$ cat src/rtl/clock_set_pkg.sv
// Shared constants and helpers for the user time-set controller and the clock counter chain.
package clock_set_pkg;

    localparam int unsigned SEC_W  = 6;
    localparam int unsigned MIN_W  = 6;
    localparam int unsigned HOUR_W = 5;
    localparam int unsigned DAY_W  = 5;
    localparam int unsigned MONT_W = 4;
    localparam int unsigned YEAR_W = 13;

    localparam int unsigned SEC_MAX  = 59;
    localparam int unsigned MIN_MAX  = 59;
    localparam int unsigned HOUR_MAX = 23;
    localparam int unsigned MONT_MAX = 12;

    localparam int unsigned ST_W = 3;
    localparam int unsigned FS_W = 3;

    // Edit states share their encoding with field_sel so that ST_SEC + 1 lands on ST_COMMIT.
    localparam logic [ST_W-1:0] ST_IDLE   = 3'd0;
    localparam logic [ST_W-1:0] ST_YEAR   = 3'd1;
    localparam logic [ST_W-1:0] ST_MONT   = 3'd2;
    localparam logic [ST_W-1:0] ST_DAY    = 3'd3;
    localparam logic [ST_W-1:0] ST_HOUR   = 3'd4;
    localparam logic [ST_W-1:0] ST_MIN    = 3'd5;
    localparam logic [ST_W-1:0] ST_SEC    = 3'd6;
    localparam logic [ST_W-1:0] ST_COMMIT = 3'd7;

    localparam logic [FS_W-1:0] FS_NONE = 3'd0;
    localparam logic [FS_W-1:0] FS_YEAR = 3'd1;
    localparam logic [FS_W-1:0] FS_MONT = 3'd2;
    localparam logic [FS_W-1:0] FS_DAY  = 3'd3;
    localparam logic [FS_W-1:0] FS_HOUR = 3'd4;
    localparam logic [FS_W-1:0] FS_MIN  = 3'd5;
    localparam logic [FS_W-1:0] FS_SEC  = 3'd6;

    // One modular step inside [lo, hi]; out-of-range values snap to the wrap target.
    function automatic logic [YEAR_W-1:0] step_wrap(input logic [YEAR_W-1:0] v,
                                                   input logic [YEAR_W-1:0] lo,
                                                   input logic [YEAR_W-1:0] hi,
                                                   input logic up);
        if (up) begin
            return (v >= hi) ? lo : v + YEAR_W'(1);
        end
        return (v <= lo) ? hi : v - YEAR_W'(1);
    endfunction

endpackage

$ cat src/rtl/days_in_month.sv
// Month length with Gregorian leap rule; shared with the clock counter's day rollover.
module days_in_month
    import clock_set_pkg::*;
(
    input  logic [MONT_W-1:0] mont,
    input  logic [YEAR_W-1:0] year,
    output logic [DAY_W-1:0]  dim
);

    logic leap;

    always_comb begin
        leap = (year[1:0] == 2'd0) &&
               (((year % YEAR_W'(100)) != '0) || ((year % YEAR_W'(400)) == '0));
        case (mont)
            4'd2:                      dim = leap ? DAY_W'(29) : DAY_W'(28);
            4'd4, 4'd6, 4'd9, 4'd11:   dim = DAY_W'(30);
            default:                   dim = DAY_W'(31);
        endcase
    end

endmodule

$ cat src/rtl/clock_set_ctrl.sv
// User time-set controller: captures live time into shadow registers, edits field by field,
// and pulses load towards the clock counter on commit.
module clock_set_ctrl
    import clock_set_pkg::*;
#(
    parameter int unsigned YEAR_MIN = 1900,
    parameter int unsigned YEAR_MAX = 2099,
    parameter int unsigned TIMEOUT  = 30
) (
    input  logic              clk_1Hz,
    input  logic              rst_n,
    input  logic              btn_mode,
    input  logic              btn_inc,
    input  logic              btn_dec,
    input  logic              btn_ok,
    input  logic              btn_cancel,
    input  logic [SEC_W-1:0]  cur_sec,
    input  logic [MIN_W-1:0]  cur_min,
    input  logic [HOUR_W-1:0] cur_hour,
    input  logic [DAY_W-1:0]  cur_day,
    input  logic [MONT_W-1:0] cur_mont,
    input  logic [YEAR_W-1:0] cur_year,
    output logic              set_mode,
    output logic [FS_W-1:0]   field_sel,
    output logic              load,
    output logic [SEC_W-1:0]  ld_sec,
    output logic [MIN_W-1:0]  ld_min,
    output logic [HOUR_W-1:0] ld_hour,
    output logic [DAY_W-1:0]  ld_day,
    output logic [MONT_W-1:0] ld_mont,
    output logic [YEAR_W-1:0] ld_year
);

    localparam int unsigned       TO_W   = $clog2(TIMEOUT + 1);
    localparam logic [TO_W-1:0]   TO_LIM = TO_W'(TIMEOUT);
    localparam logic [YEAR_W-1:0] YMIN   = YEAR_W'(YEAR_MIN);
    localparam logic [YEAR_W-1:0] YMAX   = YEAR_W'(YEAR_MAX);

    logic [ST_W-1:0]   state_q, state_d;
    logic [TO_W-1:0]   to_cnt_q, to_cnt_d;
    logic              set_mode_q, set_mode_d;
    logic [FS_W-1:0]   field_sel_q, field_sel_d;
    logic              load_q, load_d;
    logic [SEC_W-1:0]  sec_q, sec_d;
    logic [MIN_W-1:0]  min_q, min_d;
    logic [HOUR_W-1:0] hour_q, hour_d;
    logic [DAY_W-1:0]  day_q, day_d;
    logic [MONT_W-1:0] mont_q, mont_d;
    logic [YEAR_W-1:0] year_q, year_d;
    logic [DAY_W-1:0]  dim_cur, dim_nxt;

    logic any_btn, edit_en, capture;

    assign any_btn = btn_mode | btn_inc | btn_dec | btn_ok | btn_cancel;
    assign edit_en = (btn_inc ^ btn_dec) & ~btn_cancel & ~btn_ok & ~btn_mode;
    assign capture = (state_q == ST_IDLE) & btn_mode;

    // dim_cur bounds day editing; dim_nxt clamps the day against the month/year being written.
    days_in_month u_dim_cur (.mont(mont_q), .year(year_q), .dim(dim_cur));
    days_in_month u_dim_nxt (.mont(mont_d), .year(year_d), .dim(dim_nxt));

    // Next state, timeout counter and all shadow fields except day.
    always_comb begin
        state_d  = state_q;
        to_cnt_d = '0;
        sec_d    = sec_q;
        min_d    = min_q;
        hour_d   = hour_q;
        mont_d   = mont_q;
        year_d   = year_q;
        case (state_q)
            ST_IDLE: begin
                if (btn_mode) begin
                    state_d = ST_YEAR;
                    sec_d   = cur_sec;
                    min_d   = cur_min;
                    hour_d  = cur_hour;
                    mont_d  = cur_mont;
                    if (cur_year < YMIN) begin
                        year_d = YMIN;
                    end else if (cur_year > YMAX) begin
                        year_d = YMAX;
                    end else begin
                        year_d = cur_year;
                    end
                end
            end
            ST_YEAR, ST_MONT, ST_DAY, ST_HOUR, ST_MIN, ST_SEC: begin
                to_cnt_d = any_btn ? '0 : to_cnt_q + TO_W'(1);
                if (btn_cancel) begin
                    state_d = ST_IDLE;
                end else if (btn_ok) begin
                    state_d = ST_COMMIT;
                end else if (btn_mode) begin
                    state_d = state_q + ST_W'(1);
                end else if (edit_en) begin
                    case (state_q)
                        ST_YEAR: year_d = step_wrap(year_q, YMIN, YMAX, btn_inc);
                        ST_MONT: mont_d = MONT_W'(step_wrap(YEAR_W'(mont_q), YEAR_W'(1),
                                                            YEAR_W'(MONT_MAX), btn_inc));
                        ST_HOUR: hour_d = HOUR_W'(step_wrap(YEAR_W'(hour_q), '0,
                                                            YEAR_W'(HOUR_MAX), btn_inc));
                        ST_MIN:  min_d  = MIN_W'(step_wrap(YEAR_W'(min_q), '0,
                                                           YEAR_W'(MIN_MAX), btn_inc));
                        ST_SEC:  sec_d  = SEC_W'(step_wrap(YEAR_W'(sec_q), '0,
                                                           YEAR_W'(SEC_MAX), btn_inc));
                        default: ;
                    endcase
                end else if (!any_btn && to_cnt_d == TO_LIM) begin
                    state_d  = ST_IDLE;
                    to_cnt_d = '0;
                end
            end
            default: state_d = ST_IDLE;
        endcase
    end

    // Day edit plus clamp to the length of the month being written this cycle.
    always_comb begin
        day_d = day_q;
        if (capture) begin
            day_d = cur_day;
        end else if (edit_en && state_q == ST_DAY) begin
            day_d = DAY_W'(step_wrap(YEAR_W'(day_q), YEAR_W'(1), YEAR_W'(dim_cur), btn_inc));
        end
        if (day_d > dim_nxt) begin
            day_d = dim_nxt;
        end
    end

    always_comb begin
        set_mode_d = (state_d != ST_IDLE);
        load_d     = (state_d == ST_COMMIT);
        case (state_d)
            ST_YEAR: field_sel_d = FS_YEAR;
            ST_MONT: field_sel_d = FS_MONT;
            ST_DAY:  field_sel_d = FS_DAY;
            ST_HOUR: field_sel_d = FS_HOUR;
            ST_MIN:  field_sel_d = FS_MIN;
            ST_SEC:  field_sel_d = FS_SEC;
            default: field_sel_d = FS_NONE;
        endcase
    end

    always_ff @(posedge clk_1Hz or negedge rst_n) begin
        if (!rst_n) begin
            state_q     <= ST_IDLE;
            to_cnt_q    <= '0;
            set_mode_q  <= 1'b0;
            field_sel_q <= FS_NONE;
            load_q      <= 1'b0;
            sec_q       <= '0;
            min_q       <= '0;
            hour_q      <= '0;
            day_q       <= DAY_W'(1);
            mont_q      <= MONT_W'(1);
            year_q      <= YMIN;
        end else begin
            state_q     <= state_d;
            to_cnt_q    <= to_cnt_d;
            set_mode_q  <= set_mode_d;
            field_sel_q <= field_sel_d;
            load_q      <= load_d;
            sec_q       <= sec_d;
            min_q       <= min_d;
            hour_q      <= hour_d;
            day_q       <= day_d;
            mont_q      <= mont_d;
            year_q      <= year_d;
        end
    end

    assign set_mode  = set_mode_q;
    assign field_sel = field_sel_q;
    assign load      = load_q;
    assign ld_sec    = sec_q;
    assign ld_min    = min_q;
    assign ld_hour   = hour_q;
    assign ld_day    = day_q;
    assign ld_mont   = mont_q;
    assign ld_year   = year_q;

endmodule

$ cat config.mk
export PLATFORM = sky130hd
export DESIGN_NAME = clock_set_ctrl
export DESIGN_NICKNAME = d
export VERILOG_FILES = /design/src/rtl/clock_set_pkg.sv /design/src/rtl/days_in_month.sv /design/src/rtl/clock_set_ctrl.sv
export SDC_FILE = /design/constraint.sdc
export NUM_CORES = 1
export LEC_CHECK = 0
export CORE_MARGIN = 2
export CORE_UTILIZATION = 50
export DETAILED_ROUTE_END_ITERATION = 8
export PLACE_DENSITY = 0.78
export SLEW_MARGIN = 20
export SYNTH_ARGS = -nofsm -noshare
export SYNTH_HDL_FRONTEND = slang
export SYNTH_SLANG_ARGS = --single-unit
$ cat constraint.sdc
create_clock -name clk_1Hz -period 8.9 [get_ports clk_1Hz]
set_clock_uncertainty 0.2 [all_clocks]
set_input_delay 1.78 -clock clk_1Hz [delete_from_list [all_inputs] [get_ports clk_1Hz]]
set_output_delay 1.78 -clock clk_1Hz [all_outputs]
set_load 0.01 [all_outputs]
# == Word-level counts from Yosys, hierarchy flattened ==
# Cells that the tools add are included.
# op_classes
n_addsub,14
n_div,4
order_cmp,15
n_eq_ne,32
muxes,116
n_bitwise,12
reduce_logical,22
# ops
operator,count
$mux W13,12
$mux W5,24
$mux W6,20
$mux W4,10
$mux W1,35
$pmux W5 S2,3
$logic_not A13 Y1,2
$mod A13 B7 Y13 const B,2
$mod A13 B9 Y13 const B,2
$pmux W13 S2,1
$reduce_bool A13 Y1,2
$pmux W6 S2,2
$eq A3 B3 Y1 const B,7
$reduce_and A7 Y1,3
$mux W3,6
$pmux W3 S6,1
$eq A4 B3 Y1 const B,4
$eq A4 B4 Y1 const B,4
$ne A2 B2 Y1 const B,8
$add A5 B1 Y5 const B,3
$add A13 B1 Y13 const B,1
$ge A13 B12 Y1 const B,1
$gt A13 B12 Y1 const B,1
$le A13 B11 Y1 const B,1
35 further kinds,60
# word_totals
reg_bits,52

# == Logic depth before layout (Yosys ltp) ==
# logic_depth
word_depth,24
depth_mapped,37

# == Hierarchy ==
# A second synthesis with hierarchy kept.
# unflattened
hier_cells,1090
area_unflattened_um2,8200.4
# by_module_without_submodules
mod,instances,cells_each,area_each_um2,seq_area_each_um2
clock_set_ctrl,1,626,5009.8,1312.5
days_in_month at u_dim_cur,1,234,1611.5,0.0
days_in_month at u_dim_nxt,1,230,1579.0,0.0

# == Least setup slack after synthesis ==
# No wires, ideal clock.
# synth_path
path_type,input to register
startpoint,in btn_inc
endpoint,reg day_q[0] (netlist: ld_day[0])
setup_time_ns,0.089
arrival_time_ns,7.482
required_ns,8.611
slack_ns,1.129
cell_stages,27
n_path_buf,3
path_cell_list,buf_2 -> xor2_1 -> nand3_1 -> nor3_1 -> o211ai_1 -> and3_1 -> buf_2 -> clkbuf_1 -> o311ai_1 -> nor3_2 -> nor2_1 -> mux2i_2 -> o21ai_1 -> a221oi_4 -> o41ai_2 -> or3_1 -> or4_1 -> o211ai_2 -> or3b_1 -> mux2i_1 -> a31oi_1 -> ha_1 -> a21oi_1 -> nand4_1 -> inv_1 -> and3_1 -> a211oi_1
# synth_via
elab_chain_len,22
elab_cells_between_ends,54
cone_classes,div: 2; order compare: 1; eq/ne: 5; mux: 35; bitwise: 4; reduce/logical: 7
# synth_lines
element,line,source
start: declaration,clock_set_ctrl.sv:13,"input logic btn_inc,"
$mux W1,clock_set_pkg.sv:42,if (up) begin
$mux W1,clock_set_ctrl.sv:97,case (state_q)
$mux W1,clock_set_ctrl.sv:96,end else if (edit_en) begin
$mux W1,clock_set_ctrl.sv:94,end else if (btn_mode) begin
$mux W1,clock_set_ctrl.sv:92,end else if (btn_ok) begin
$mux W1,clock_set_ctrl.sv:90,if (btn_cancel) begin
$mux W1,clock_set_ctrl.sv:71,case (state_q)
$mux W13,clock_set_pkg.sv:45,return (v <= lo) ? hi : v - YEAR_W'(1);
[... 7 more ...],n/a,
$reduce_bool A13 Y1 or $logic_not A13 Y1 (tied branches),days_in_month.sv:14,(((year % YEAR_W'(100)) != '0) || ((year % YEAR_W'(400)) == '0));
$logic_or A1 B1 Y1,days_in_month.sv:14,
$logic_and A1 B1 Y1,days_in_month.sv:13,leap = (year[1:0] == 2'd0) &&
$mux W1,days_in_month.sv:16,4'd2: dim = leap ? DAY_W'(29) : DAY_W'(28);
$pmux W5 S2,days_in_month.sv:15,case (mont)
$gt A5 B5 Y1,clock_set_ctrl.sv:126,if (day_d > dim_nxt) begin
$mux W5 *,clock_set_ctrl.sv:126,
net day_d[0],clock_set_ctrl.sv:47,"logic [DAY_W-1:0] day_q, day_d;"
end signal: assignment,clock_set_ctrl.sv:167,day_q <= day_d;
end: declaration,clock_set_ctrl.sv:47,
# Mark *: on every way through the listed nets, which the timed path passes. The rest lies on a longest branch. The select of a mux whose other input is x is not followed.
# A chain may end at the register's enable or synchronous reset.

# == Final worst setup path ==
# layout_path
startpoint,in btn_mode
endpoint,reg day_q[0] (netlist: ld_day[0])
# layout_via
elab_chain_len,15
elab_cells_between_ends,35
cone_classes,div: 2; order compare: 1; eq/ne: 5; mux: 17; bitwise: 3; reduce/logical: 7
# layout_lines
element,line,source
start: declaration,clock_set_ctrl.sv:12,"input logic btn_mode,"
$not A1 Y1,clock_set_ctrl.sv:55,assign edit_en = (btn_inc ^ btn_dec) & ~btn_cancel & ~btn_ok & ~btn_mode;
$and A1 B1 Y1,clock_set_ctrl.sv:55,
$mux W13,clock_set_ctrl.sv:96,
$mux W13,clock_set_ctrl.sv:94,
$mux W13,clock_set_ctrl.sv:92,
$mux W13,clock_set_ctrl.sv:90,
$pmux W13 S2,clock_set_ctrl.sv:71,
$mod A13 B7 Y13 or $mod A13 B9 Y13 (tied branches),days_in_month.sv:14,
$reduce_bool A13 Y1 or $logic_not A13 Y1 (tied branches),days_in_month.sv:14,
$logic_or A1 B1 Y1,days_in_month.sv:14,
$logic_and A1 B1 Y1,days_in_month.sv:13,
$mux W1,days_in_month.sv:16,
$pmux W5 S2,days_in_month.sv:15,
$gt A5 B5 Y1,clock_set_ctrl.sv:126,
$mux W5 *,clock_set_ctrl.sv:126,
net day_d[0],clock_set_ctrl.sv:47,
# Mark *: on every way through the listed nets, which the timed path passes. The rest lies on a longest branch.

==> results.sh <==
export IMPL_cp_endpoint="ld_day[0]"
export IMPL_grt_use_total=0.279
export IMPL_fin_crit_ns=8.46
export IMPL_syn_nets=1102
export IMPL_reg2regPathDepth=33
export IMPL_final_nets=1168
export IMPL_ctsHtreeMaxLevel=2
export IMPL_fin_crit_sh=0.950
export IMPL_grt_pass1_vias=7633
export IMPL_yosysWarnings=0
export IMPL_startpoint="btn_mode"
export IMPL_ys_ff_latch=52
export IMPL_worst_r2r_setup_slack_ns=0.57
export IMPL_clock_sinks=52
export IMPL_initial_core_util=0.513
export IMPL_synth_top_cells_by_area="dfrtp_1 14%, o21ai_0 5.8%, nand2_1 5.5%"
export IMPL_cts_made_buffers=5
export IMPL_clkLatencyLatePin_ns=0.30
export IMPL_relSlewSlack=0.484
export IMPL_path_class="in -> reg"
export IMPL_multi_input_area_um2=5800
export IMPL_grt_max_degree=53
export IMPL_syn_instance_count=1029
export IMPL_finalHoldViolCount=0
export IMPL_firstDrtPassIters=6
export IMPL_post_cts_setup_buffers=0
export IMPL_worstPathRequired_ns=8.92
export IMPL_synthFlopType="dfrtp_1"
export IMPL_syn_area_um2=7450
export IMPL_rows=44
export IMPL_setup_worst_path_end_class="flip-flop"
export IMPL_tightest_slew_ns=0.774
export IMPL_arrival_ns=8.47
export IMPL_vias_per_cell=6.55
export IMPL_path_max_fanout=8
export IMPL_setup_ws_ns=0.443
export IMPL_fmax_ghz=0.118
export IMPL_drv_slew=0
export IMPL_coreArea_um2=14500
export IMPL_synth_edf_count=0
export IMPL_drtIter0Drc=608
export IMPL_drive_above_1_share=0.117
export IMPL_finalWeightedCongestion=0.952
export IMPL_drc=0
export IMPL_die_area_um2=15900
export IMPL_min_path_type="reg -> reg"
export IMPL_setup_viol=0
export IMPL_die_h_um=126
export IMPL_start_kind="primary input"
export IMPL_overflow=0
export IMPL_cap_violations=0
export IMPL_grt_antenna_before_repair=1
export IMPL_clk_pin_slew_ns=0.07
export IMPL_hp_start="to_cnt_q[0]"
export IMPL_wire_per_inst_um=17.8
export IMPL_reg2reg_to="ld_day[0]"
export IMPL_ant_nets=0
export IMPL_grt_pass1_wl_um=37700
export IMPL_num_io_pins=90
export IMPL_ctsLongestPathBuffers=2
export IMPL_ys_types=104
export IMPL_fill_cells=1349
export IMPL_die_width_um=126
export IMPL_syn_mean_instance_area_um2=7.24
export IMPL_timing_setup_tns_ns=0
export IMPL_yosys_area_top_type="dfrtp_1"
export IMPL_hpwl_um=16800
export IMPL_antenna_cells=0
export IMPL_async_flop_share=1.00
export IMPL_regArea_um2=1310
export IMPL_rsz0062_at_grt="false"
export IMPL_reg2reg_from="ld_year[8]"
export IMPL_cts_tree="built"
export IMPL_place_ws_ns=0.0332
export IMPL_root_buffer="clkbuf_16"
export IMPL_area_growth_pct=17.8
export IMPL_routed_wl_um=22800
export IMPL_ys_seq_area_frac=0.176
export IMPL_num_vias=8378
export IMPL_outcome="complete, no violations"
export IMPL_port_buffers=89
export IMPL_synth_top_area_frac=0.144
-- what timing repair did --
| item | in CTS | in global routing |
|---|---|---|
| hold buffers | 0 | 0 |
| setup endpoints to repair | 0 | 2 |
| gates resized for setup | 0 | 20 |
-- state kept, by name, indices dropped and copies added, names as in the netlist --
signal and cells:
ld_day 5, field_sel 3, ld_hour 5, load 1, set_mode 1, ld_mont 4
ld_year 13, ld_sec 6, state_q 3, to_cnt_q 5, ld_min 6
-- per-stage QoR --
step | hold slack, ns | instance area, µm² | cells | utilization
after floorplan | 0.259 | 7450 | 1029 | -
after global placement | 0.285 | 8520 | 1272 | 0.586
after detailed placement | 0.293 | 8520 | 1272 | 0.586
after CTS | 0.310 | 8670 | 1280 | 0.596
after global routing | 0.335 | 8770 | 1280 | 0.604
final | 0.317 | 8770 | 1280 | 0.604
-- kinds of logic (layout without fill, tap and decap cells) --
| family | count (synthesis) | count (layout) | share of synthesized area |
|---|---|---|---|
| AO/OA/AOI/OAI | 381 | 381 | 0.365 |
| XOR/XNOR | 28 | 28 | 0.0329 |
| adder cells (fa/ha/maj) | 29 | 29 | 0.0480 |
| buffers and inverters | 105 | 172 | 0.0595 |
| flip-flops | 52 | 52 | 0.176 |
| multiplexers | 18 | 18 | 0.0260 |
| AND/OR/NAND/NOR | 416 | 416 | 0.292 |
-- area by class of cell --
cell class              instances  share of cell area
multi-input cells             872               0.661
flip-flops and latches         52               0.150
repair buffers                121               0.128
well taps                     184              0.0262
inverters                      43              0.0184
clock buffers                   6              0.0158
clock inverters                 2             0.00114
-- worst min-delay path by stage --
| stage | slack (ns) | cells after the start | endpoint |
|---|---|---|---|
| after global placement | 0.28 | 1 | to_cnt_q[0] |
| after global routing | 0.33 | 1 | to_cnt_q[0] |
| after floorplan | 0.26 | 1 | to_cnt_q[0] |
| after detailed placement | 0.29 | 1 | to_cnt_q[0] |
| after CTS | 0.31 | 1 | to_cnt_q[0] |
| final | 0.32 | 1 | to_cnt_q[0] |
-- cells in the final DEF, fill, tap and decap left out, types with 6 or more instances in the layout --
cell type        Yosys  routed
a211o_1              6       6
a211oi_1            15      14
a21o_1               7       7
a21oi_1             81      81
a221oi_1             8       7
a31oi_1             25      22
and2_1              14      14
and3_1              13      13
buf_4                6      32
clkdlybuf4s50_1      0      87
clkinv_1             6       6
dfrtp_1             43      42
dfstp_2              9       9
ha_1                27      27
inv_1               32      32
mux2_2               8       8
mux2i_1              9       8
nand2_1            109     109
nand2b_1            11      11
nand3_1             45      45
nand4_1             11      11
nand4b_1             6       6
nor2_1              82      82
nor2b_1             10      10
nor3_1              42      40
nor4_1               7       7
o211a_1              7       6
o211ai_1            14      14
o21a_1              12      12
o21ai_0             87      86
o21ai_1              8       9
o22ai_1              7       7
or2_2                7       7
or3_1               17      17
xnor2_1             20      20
xor2_1               8       8
-- synth_stat cells, types with 5 or more instances --
library cell,instances
a31oi_1,25
clkbuf_1,32
dfrtp_1,43
a221oi_1,8
o22a_1,5
or3_1,17
a211o_1,6
o211a_1,7
dfstp_2,9
o22ai_1,7
or2_2,7
nand2_1,109
and2_1,14
o21ai_0,87
nand4_1,11
a21o_1,7
inv_1,32
nand3b_1,5
a32oi_1,5
buf_4,6
ha_1,27
buf_1,8
nand2b_1,11
o211ai_1,14
nor3_1,42
nor2_1,82
o21bai_1,5
nand3_1,45
xor2_1,8
a21oi_1,81
a211oi_1,15
nor4_1,7
xnor2_1,20
o21a_1,12
o21ai_1,8
nand4b_1,6
a311oi_1,5
buf_2,15
nor2b_1,10
a22oi_1,6
and3_1,13
inv_2,5
mux2_2,8
clkinv_1,6
mux2i_1,9
-- layer usage --
layer / vias up / GRT usage / wire (µm)
met5: - / 0 / 11
met4: 2 / 0.0834 / 440
met3: 47 / 0.0412 / 1780
met2: 374 / 0.442 / 10400
met1: 3920 / 0.395 / 10100
li1: 4035 / - / -
-- worst max-delay path, stage by stage --
cell and delay [ns]:
clkdlybuf4s50_1 0.49, nor3_2 0.32, nand3_1 0.26, a211oi_1 0.37
a2bb2oi_1 0.28, o211a_2 0.34, a211oi_1 0.12, a21boi_2 0.26
or4b_1 0.47, o32ai_1 0.29, a31oi_2 0.12, nor4_4 0.45
nor2_2 0.13, or3_1 0.40, and4b_4 0.23, or4_1 0.43
o211ai_2 0.09, or3b_1 0.36, mux2i_1 0.20, a31oi_1 0.12
ha_1 0.30, a21oi_1 0.06, nand4_1 0.13, inv_1 0.08
and3_1 0.18, a211oi_1 0.23
Power is left out: the tool's default activity adds up to more than one toggle a clock period on the data nets, which glitch-free logic cannot reach.
